## config.mk

```make
export PLATFORM = sky130hd
export DESIGN_NAME = aes_round_ctrl
export DESIGN_NICKNAME = d
export VERILOG_FILES = /design/src/rtl/aes_pkg.sv /design/src/rtl/aes_round_cnt.sv /design/src/rtl/aes_round_ctrl.sv
export SDC_FILE = /design/constraint.sdc
export NUM_CORES = 1
export LEC_CHECK = 0
export ABC_AREA = 1
export BUFFER_PORTS_ARGS = -buffer_cell sky130_fd_sc_hd__buf_2
export CELL_PAD_IN_SITES_DETAIL_PLACEMENT = 2
export CELL_PAD_IN_SITES_GLOBAL_PLACEMENT = 2
export CORE_MARGIN = 2
export CORE_UTILIZATION = 26
export CTS_CLUSTER_SIZE = 16
export DETAILED_ROUTE_END_ITERATION = 7
export PLACE_DENSITY_LB_ADDON = 0.05
export SLEW_MARGIN = 20
export SYNTH_ARGS = -nofsm -noshare
export SYNTH_HDL_FRONTEND = slang
export SYNTH_SLANG_ARGS = --single-unit
```

## constraint.sdc

```tcl
create_clock -name clk -period 1.36 [get_ports clk]
set_input_delay 0.068 -clock clk [delete_from_list [all_inputs] [get_ports clk]]
set_output_delay 0.068 -clock clk [all_outputs]
set_load 0.01 [all_outputs]
```

## src/rtl/aes_pkg.sv

```systemverilog
// Shared AES definitions: key-size encoding, round counts and controller states.
// Reused by the round controller and the cipher/key-expansion datapath blocks.
package aes_pkg;

  typedef enum logic [1:0] {
    KeyAes128 = 2'b00,
    KeyAes192 = 2'b01,
    KeyAes256 = 2'b10,
    KeyRsvd   = 2'b11
  } key_size_e;

  localparam logic [3:0] NR_128 = 4'd10;
  localparam logic [3:0] NR_192 = 4'd12;
  localparam logic [3:0] NR_256 = 4'd14;

  typedef enum logic [1:0] {
    StIdle  = 2'b00,
    StLoad  = 2'b01,
    StRound = 2'b10,
    StHold  = 2'b11
  } ctrl_state_e;

  // The reserved encoding falls back to AES-128.
  function automatic logic [3:0] nr_of(key_size_e ks);
    case (ks)
      KeyAes192: return NR_192;
      KeyAes256: return NR_256;
      default:   return NR_128;
    endcase
  endfunction

endpackage

```

## src/rtl/aes_round_cnt.sv

```systemverilog
// AES round counter: counts up to Nr and saturates, flagging Nr-1 and Nr.
module aes_round_cnt
  import aes_pkg::*;
(
  input  logic       clk,
  input  logic       reset,
  input  logic       i_clr,
  input  logic       i_inc,
  input  logic [3:0] i_nr,
  output logic [3:0] o_cnt,
  output logic       o_at_last_m1,
  output logic       o_at_last
);

  logic [3:0] r_cnt;
  logic       w_at_last;

  assign w_at_last = (r_cnt == i_nr);

  always_ff @(posedge clk) begin
    if (reset || i_clr) begin
      r_cnt <= 4'd0;
    end else if (i_inc && !w_at_last) begin
      r_cnt <= r_cnt + 4'd1;
    end
  end

  assign o_cnt        = r_cnt;
  assign o_at_last    = w_at_last;
  assign o_at_last_m1 = (r_cnt == i_nr - 4'd1);

endmodule

```

## src/rtl/aes_round_ctrl.sv

```systemverilog
// AES round sequencer: IDLE -> LOAD -> ROUND x (Nr+1) -> HOLD.
// Define AES_WIDEKEY_EN to enable 192/256-bit keys; otherwise Nr is fixed at 10.
module aes_round_ctrl
  import aes_pkg::*;
(
  input  logic       clk,
  input  logic       reset,
  input  logic       start_valid,
  output logic       start_ready,
  input  logic [1:0] key_size,
  output logic       core_reset,
  output logic       core_done,
  output logic [3:0] round_idx,
  output logic       out_valid,
  input  logic       out_ready,
  output logic       busy
);

  ctrl_state_e r_state;
  ctrl_state_e w_state_next;
  logic        w_start_hs;
  logic        w_cnt_clr;
  logic        w_cnt_inc;
  logic [3:0]  w_nr;
  logic [3:0]  w_cnt;
  logic        w_at_last_m1;
  logic        w_at_last;

  assign w_start_hs = start_valid && start_ready;

`ifdef AES_WIDEKEY_EN
  key_size_e r_key_size;

  always_ff @(posedge clk) begin
    if (reset) begin
      r_key_size <= KeyAes128;
    end else if (w_start_hs) begin
      r_key_size <= key_size_e'(key_size);
    end
  end

  assign w_nr = nr_of(r_key_size);
`else
  logic w_unused_key_size;
  assign w_unused_key_size = ^key_size;
  assign w_nr              = NR_128;
`endif

  always_ff @(posedge clk) begin
    if (reset) begin
      r_state <= StIdle;
    end else begin
      r_state <= w_state_next;
    end
  end

  always_comb begin
    w_state_next = r_state;
    w_cnt_clr    = 1'b0;
    w_cnt_inc    = 1'b0;
    case (r_state)
      StIdle: begin
        if (w_start_hs) w_state_next = StLoad;
      end
      StLoad: begin
        w_cnt_clr    = 1'b1;
        w_state_next = StRound;
      end
      StRound: begin
        w_cnt_inc = 1'b1;
        if (w_at_last) w_state_next = StHold;
      end
      StHold: begin
        if (out_ready) begin
          w_cnt_clr    = 1'b1;
          w_state_next = StIdle;
        end
      end
      default: w_state_next = StIdle;
    endcase
  end

  aes_round_cnt u_round_cnt (
    .clk          (clk),
    .reset        (reset),
    .i_clr        (w_cnt_clr),
    .i_inc        (w_cnt_inc),
    .i_nr         (w_nr),
    .o_cnt        (w_cnt),
    .o_at_last_m1 (w_at_last_m1),
    .o_at_last    (w_at_last)
  );

  // Outputs are forced to their reset values for the whole time reset is high,
  // including the first cycle before the synchronous reset has taken effect.
  assign start_ready = !reset && (r_state == StIdle);
  assign busy        = !reset && (r_state != StIdle);
  assign core_reset  = reset || (r_state == StLoad);
  assign core_done   = !reset && (r_state == StRound) && w_at_last_m1;
  assign out_valid   = !reset && (r_state == StHold);
  assign round_idx   = reset ? 4'd0 : w_cnt;

endmodule

```

==> results.cfg, run 1 <==
[status]
outcome = finished clean

[global_route]
met1_usage_pct = 15.8
grt_antenna_before_repair = 0
grtUsageMet2_pct = 20.1
grt_usage_pct = 12.5
use_met3_pct = 2.15
grt_max_degree = 9
grt_pass1_vias = 514
busiest_layer = met2
grt_pass1_wl_um = 2310
grt_overflow = 0

[die]
design.die.area_um2 = 2390
die_w_um = 48.9
start_util_pct = 27.2
die_h_um = 48.9
num_io_pins = 15
rows = 16
coreArea_um2 = 1920

[layout]
nFillCells = 249
final_cell_count_no_fill = 114
stdcell_area_um2 = 659
layout-drive-gt1-share_pct = 36.8
multi_input_area_um2 = 353
areaGrowthSynthToFinish_pct = 26.1
antenna-diode-count = 0
layout.nets = 103
seq_area_um2 = 121

[synth]
postSynthNetCount = 85
synth_cell_types = 20
syn_inst = 71
synth_edf_count = 0
ys_warn_count = 0
ys_ff_latch = 6
yosys_most_used_dff = dfxtp_1
syn_area_um2 = 523
syn_area_per_cell_um2 = 7.37
synth-seq-area-share_pct = 23.0
synthArstFlopShare_pct = 0

[power]
clkPwrFrac_pct = 15.4
p_per_area_nw_per_um2 = 1630
p_leak_nw = 0.325
power_switching_uw = 492
combPwrFrac_pct = 58.7
swShare_pct = 45.6
p_int_uw = 586
seq_power_share_pct = 25.9
irDropWorstVdd_uv = 634

[clock_tree]
h-tree-depth = 1
cts.sinks = 6
clk_latency_ns = 0.24
numCtsBuffers = 3
cts_tree = built
hold_buffers = 0
clock_path_buffers = 2
cts_root_buf = clkbuf_4
clk_pin_slew_ns = 0.05

[flow_run]
cap_violations = 0

[sta]
slew-limit-headroom_pct = 83.9
fmax_ghz = 0.774
setup_violations = 0
fin_ws_ns = 0.0679
grt_setup_unrepaired = yes
clock_skew_ns = 0.000394
slew_violations = 0
max_slew.worst_pin.slew_ns = 0.241
finalHoldViolCount = 0
period_minus_slack_ns = 1.29
min_period_over_period_pct = 95.0

[setup_path]
crit_family = flip-flops
crit_arrival_ns = 1.22
path_class = reg -> out
cp_slowest_cell = dfxtp_1
crit_buf_inv = 2
cp_slowest_stage_delay_ns = 0.34
path_cells = inv_2, ha_4, nand3_1, nor3_1, buf_2
path_max_fanout = 4
cp.required_ns = 1.29
end_kind = output port
worst_setup_path_start_kind = flop

[routing]
wl_per_cell_um = 11.6
drtPass1Iterations = 2
antenna_left = 0
vias_per_cell = 4.26
vias = 486
drt_iter0_markers = 5
drc = 0
routed_wl_um = 1320

[placed_design]
io_buffers = 12
hpwl_um = 1090
placed_cell_area_um2 = 613
routabilityCongestion = 0.669
placed_cells = 110
post-place-ws_ns = 0.105

[worst_hold_path]
worst_hold_path_type = in -> reg
==> power groups by stage <==
stage / Clock, mW / Sequential, mW / Combinational (mW)
floorplan: 0 / 0.260 / 0.441
CTS: 0.181 / 0.274 / 0.633
global placement: 0 / 0.265 / 0.585
finish: 0.166 / 0.279 / 0.632
global route: 0.191 / 0.288 / 0.734
detailed placement: 0 / 0.270 / 0.599
==> cell usage after synthesis (2+ instances only) <==
master	n	area share, %
dfxtp_1	6	23
nor2_1	13	9.3
inv_1	8	5.7
nand2_4	2	4.3
a21oi_2	2	3.3
nand2_1	13	9.3
ha_1	8	19
a21oi_1	3	2.9
inv_2	3	2.2
nand3_1	3	2.9
==> sequential cells by signal, indices dropped and copies added, names as in the netlist <==
name,flops
r_state,2
u_round_cnt.o_cnt,4
==> final cells by class <==
cell class                      count  share of cell area [%]
Sequential cell                     6                    18.4
Inverter                           13                    8.16
Clock buffer                        3                    3.42
Tap cell                           27                    5.12
Multi-Input combinational cell     51                    53.5
Timing Repair Buffer               14                    11.4
==> logic make-up (layout without fill, tap and decap cells) <==
group,count (synthesis),after routing,share of synthesized area (%)
adder cells (fa/ha/maj),8,8,19.1
AND/OR/NAND/NOR,35,35,33.5
AO/OA/AOI/OAI,7,7,10.3
XOR/XNOR,1,1,1.67
buffers and inverters,14,30,12.4
flip-flops,6,6,23.0
==> path summary, 6_finish.rpt <==
kind | startpoint | endpoint | slack (ns) | depth (start not counted)
worst max register to register | r_state[0] | u_round_cnt.o_cnt[1] | 0.14 | 8
worst min-delay path | out_ready | u_round_cnt.o_cnt[2] | 0.14 | 4
worst max-delay path | r_state[0] | core_done | 0.07 | 5
worst min register to register | u_round_cnt.o_cnt[1] | u_round_cnt.o_cnt[1] | 0.53 | 2
==> metrics by stage <==
step	TNS (ns)	util, %	power [mW]	hold slack (ns)
finish	0	34.3	1.08	0.137
global route	-0.00806	34.3	1.21	0.147
CTS	0	33.9	1.09	0.135
detailed placement	0	31.9	0.869	0.397
global placement	0	31.9	0.850	0.397
floorplan	0	-	0.701	0.253
==> cell usage in the layout (no fill, tap or decap), types with 2 or more instances in the layout <==
cell | synthesis | final
nor2_1 | 13 | 13
nand2_1 | 13 | 13
buf_2 | 0 | 12
inv_1 | 8 | 7
ha_1 | 8 | 6
dfxtp_1 | 6 | 5
inv_2 | 3 | 4
nand3_1 | 3 | 3
a21oi_1 | 3 | 3
clkbuf_4 | 0 | 3
nand2_4 | 2 | 2
a21oi_2 | 2 | 2
buf_4 | 0 | 2
==> worst min-delay path: stages <==
cell,delay [ns]
buf_2,0.09
nand2_1,0.07
nand3_2,0.08
a21oi_2,0.03
==> repair_timing <==
action                                  4_1_cts  5_1_grt
gates resized for setup                       4        1
hold endpoints to repair                      0        0
setup buffers                                 0        1
pin swaps                                     0        1
endpoints found under the setup margin        3        8
==> metal layers <==
metal	part of all wire [%]	vias up
met1	48	220
met3	5.4	2
met2	45	12
met4	0.76	0
li1	-	252
met5	0	-
Note: power is estimated with default switching activity, not from simulation.
==> run 2, diff against run 1 <==
REMOVE_ABC_BUFFERS = 1   (was not set)
==> run 2 against run 1 <==
  * Non-clock buffer count up 2
  * Routed wire length fell by 0.83%
  * Clock skew up 0.0076 ns
  * Sequential cell count stayed put
  * Largest power group unchanged
  * Worst hold slack better by 0.0076 ns
  * Combinational power rose by 23%
  * Critical path type unchanged
  * Power up 14%
  * Sequential share of layout area shrank 1.2 points
  * Critical endpoint is now start_ready
==> results.cfg, run 2 (same netlist as run 1, synthesis figures left out) <==
[status]
outcome = finished clean

[global_route]
grt_pass1_wl_um = 2370
grt_antenna_before_repair = 0
grt_pass1_vias = 523
grt_overflow = 0
grt_usage_pct = 13.1
grt_max_degree = 9

[sta]
setup_violations = 0
min_period_over_period_pct = 92.9
period_minus_slack_ns = 1.26
slew-limit-headroom_pct = 83.9
fmax_ghz = 0.792
grt_setup_unrepaired = no
clock_skew_ns = 0.00804
max_slew.worst_pin.slew_ns = 0.240
finalHoldViolCount = 0
slew_violations = 0
tns_ns = 0

[routing]
drc = 0
wl_per_cell_um = 11.3
vias_per_cell = 4.19
drtPass1Iterations = 3
vias = 486
routed_wl_um = 1310
antenna_left = 0
drt_iter0_markers = 2

[setup_path]
cp-endpoint = start_ready
r2r_start = r_state[1]
path_class = reg -> out
rr_endpoint = u_round_cnt.o_cnt[0]
reg2reg_slack_ns = 0.18
end_kind = output port
worst_setup_path_start_kind = flop
startpoint = r_state[0]
rr_worst_depth = 7
crit_arrival_ns = 1.20
cp.required_ns = 1.29
path_max_fanout = 4

[layout]
fin_util_pct = 37.4
final_cell_mix = nor2_1 (13), nand2_1 (13), buf_2 (12)
nFillCells = 245
layout.nets = 105
antenna-diode-count = 0
areaGrowthSynthToFinish_pct = 37.6
largest_reg_flops = 4
layout-drive-gt1-share_pct = 41.6

[clock_tree]
cts_root_buf = clkbuf_4
h-tree-depth = 1
numCtsBuffers = 3
cts_tree = built
clk_latency_ns = 0.25
clock_path_buffers = 2
clk_pin_slew_ns = 0.05
cts.sinks = 6

[die]
die_h_um = 48.9
start_util_pct = 27.2
coreArea_um2 = 1920
num_io_pins = 15
rows = 16
design.die.area_um2 = 2390
die_w_um = 48.9

[power]
power_mw = 1.23
p_per_area_nw_per_um2 = 1710
irDropWorstVdd_uv = 580
p_leak_nw = 0.346

[flow_run]
cap_violations = 0

[placed_design]
io_buffers = 12
routabilityCongestion = 0.689
hpwl_um = 1070

[worst_hold_path]
worst_hold_path_type = in -> reg
run 2: layout make-up:
cell class | count | area, um2 | area share [%]
multi-input combinational | 51 | 368 | 51.1
sequential | 6 | 124 | 17.2
timing repair buffer | 16 | 115 | 16.0
inverter | 13 | 56.3 | 7.83
tap | 27 | 33.8 | 4.70
clock buffer | 3 | 22.5 | 3.13
run 2: what timing repair did:
| action | CTS | global route |
|---|---|---|
| buffers inserted | 0 | 3 |
| resized for setup | 4 | 6 |
| hold buffers | 0 | 0 |
| setup endpoints to repair | 2 | 6 |
| pin swaps | 0 | 1 |
run 2: stage by stage:
step                      setup slack [ns]  cell area (um2)  hold WS, ns  cells
after floorplan                      0.241              512        0.179     70
after global placement               0.146              613        0.405    110
after detailed placement             0.123              613        0.396    110
after CTS                          0.00939              651        0.136    113
after global routing               0.00258              719        0.167    116
final                               0.0966              719        0.145    116
run 2: per-layer routing:
layer / GRT usage (%) / share of wire [%]
met2: 21.2 / 46
met5: 0 / 0
met1: 15.5 / 48
met3: 4.91 / 5.4
met4: 5.71 / 0
run 2: worst min-delay path by stage:
stage                                       to  startpoint  slack [ns]  cells past startpoint
after global routing      u_round_cnt.o_cnt[2]   out_ready        0.17                      4
after global placement    u_round_cnt.o_cnt[2]   out_ready        0.40                      4
after CTS                 u_round_cnt.o_cnt[2]   out_ready        0.14                      4
after floorplan                           busy       reset        0.18                      1
after detailed placement  u_round_cnt.o_cnt[2]   out_ready        0.40                      4
final                     u_round_cnt.o_cnt[2]   out_ready        0.14                      4
run 2: critical path: stages, from the launching register on:
cell     delay, ns
dfxtp_2       0.34
inv_4         0.08
buf_12        0.10
ha_4          0.15
inv_1         0.04
nor2_1        0.09
buf_2         0.14
run 2: power by group:
group	leakage, nW	switching [mW]	internal (mW)
Clock	0.0138	0.0713	0.100
Combinational	0.282	0.398	0.379
Sequential	0.0501	0.0521	0.231
==> run 3, diff against run 2 <==
==> constraint.sdc (replaced) <==
create_clock -name clk -period 1.36 [get_ports clk]
set_input_delay 0 -clock clk [delete_from_list [all_inputs] [get_ports clk]]
set_output_delay 0 -clock clk [all_outputs]
set_load 0.01 [all_outputs]
==> run 3 against run 2 <==
  * Routed wire length rose by 3.6%
  * Power shrank 14%
  * Count of clock-buffer cells in the layout stayed put
  * Clock power shrank 3%
  * Non-clock buffer count fell by 3
  * Global-route usage rose by 1.1 points
  * Cell area down 8.7%
  * Largest cell class unchanged
  * Critical endpoint unchanged
==> results.cfg, run 3 (same netlist as run 1, synthesis figures left out) <==
[sta]
period_minus_slack_ns = 1.22
grt_setup_unrepaired = no
slew_violations = 0
clock_skew_ns = 0.00404
slew-limit-headroom_pct = 83.3
setup_violations = 0
finalHoldViolCount = 0
min_period_over_period_pct = 90.0
max_slew.worst_pin.slew_ns = 0.251
tns_ns = 0
fmax_ghz = 0.817

[global_route]
grt_pass1_vias = 549
grt_max_degree = 9
grt_pass1_wl_um = 2570
grt_antenna_before_repair = 0
grt_overflow = 0
grt_usage_pct = 14.2

[routing]
drt-met1-wl_um = 628
met2WireLength_um = 630
antenna_left = 0
top_layer_used = met4
vias_per_cell = 4.26
drt_iter0_markers = 0
routed_wl_um = 1360
drc = 0
wl_met3_um = 83
wl_per_cell_um = 12.0
vias = 481
drtPass1Iterations = 1

[die]
num_io_pins = 15
design.die.area_um2 = 2390
coreArea_um2 = 1920
rows = 16
die_w_um = 48.9
start_util_pct = 27.2
die_h_um = 48.9

[flow_run]
cap_violations = 0

[layout]
final_cell_mix = nor2_1 (13), nand2_1 (13), buf_2 (12)
layout.nets = 102
largest_reg_flops = 4
layout-drive-gt1-share_pct = 37.2
areaGrowthSynthToFinish_pct = 25.6
stdcell_area_um2 = 657
fin_util_pct = 34.2
antenna-diode-count = 0

[setup_path]
cp_slowest_cell = dfxtp_1
end_kind = output port
rr_worst_depth = 7
cp.required_ns = 1.36
reg2reg_slack_ns = 0.20
cp_slowest_stage_delay_ns = 0.33
rr_endpoint = u_round_cnt.o_cnt[0]
worst_setup_path_start_kind = flop
crit_buf_inv = 3
crit_arrival_ns = 1.22
startpoint = r_state[0]
path_max_fanout = 4
crit_family = flip-flops
r2r_start = r_state[1]
path_cells = inv_2, ha_2, inv_1, nor2_1, buf_2
path_class = reg -> out

[placed_design]
placed_cell_area_um2 = 613
hpwl_um = 1110
io_buffers = 12
routabilityCongestion = 0.690

[clock_tree]
clk_latency_ns = 0.25
cts_tree = built
clock_path_buffers = 2
h-tree-depth = 1
numCtsBuffers = 3
post_cts_buffers = 0
cts_resized = 3
cts.sinks = 6
clk_pin_slew_ns = 0.05
hold_buffers = 0
cts_root_buf = clkbuf_4

[power]
p_leak_nw = 0.320
p_per_area_nw_per_um2 = 1610
irDropWorstVdd_uv = 646

[worst_hold_path]
worst_hold_path_type = in -> reg
worst_hold_startpoint = out_ready
holdPathStages = 4
worst_hold_path.endpoint = u_round_cnt.o_cnt[2]

[status]
outcome = finished clean
run 3: cell types whose count changed in the layout (fill, tap and decap cells not counted), sizes merged:
cell and delta:
buf -3
run 3: worst min-delay path: stages:
cell and delay [ns]:
buf_2 0.09, nand2_1 0.07, nand3_2 0.08, a21oi_2 0.03
run 3: area by class of cell:
cell class | instances | area, um2
Fill cell | 249 | 1260
Multi-Input combinational cell | 51 | 358
Sequential cell | 6 | 121
Timing Repair Buffer | 13 | 67.6
Inverter | 13 | 53.8
Tap cell | 27 | 33.8
Clock buffer | 3 | 22.5
run 3: how the worst max path moves through the flow:
stage          slack [ns]  cells after the start                   end
2_1_floorplan        0.24                      6            r_state[1]
3_3_place_gp         0.14                      6            r_state[1]
3_5_place_dp         0.13                      7  u_round_cnt.o_cnt[1]
4_1_cts              0.02                      5             core_done
5_1_grt              0.02                      5           start_ready
6_report             0.14                      5           start_ready
run 3: report_power, final:
| group | switching [mW] | leakage (nW) | total [mW] | internal [mW] |
|---|---|---|---|---|
| clock network | 0.0671 | 0.0138 | 0.167 | 0.100 |
| logic | 0.369 | 0.257 | 0.616 | 0.248 |
| registers | 0.0475 | 0.0494 | 0.274 | 0.226 |
run 3: routing by layer:
layer | vias up | GRT usage [%]
met4 | 0 | 4.29
met5 | - | 0
met3 | 2 | 5.52
met2 | 14 | 24.2
met1 | 216 | 16.4
li1 | 249 | -
run 3: through the flow:
stage | hold WS [ns] | power (mW) | cells | worst slack (ns)
final | 0.0763 | 1.06 | 113 | 0.135
after global routing | 0.0907 | 1.20 | 113 | 0.0151
after CTS | 0.0680 | 1.08 | 113 | 0.0210
after detailed placement | 0.325 | 0.866 | 110 | 0.125
after global placement | 0.337 | 0.846 | 110 | 0.145
after floorplan | 0.0429 | 0.695 | 70 | 0.241
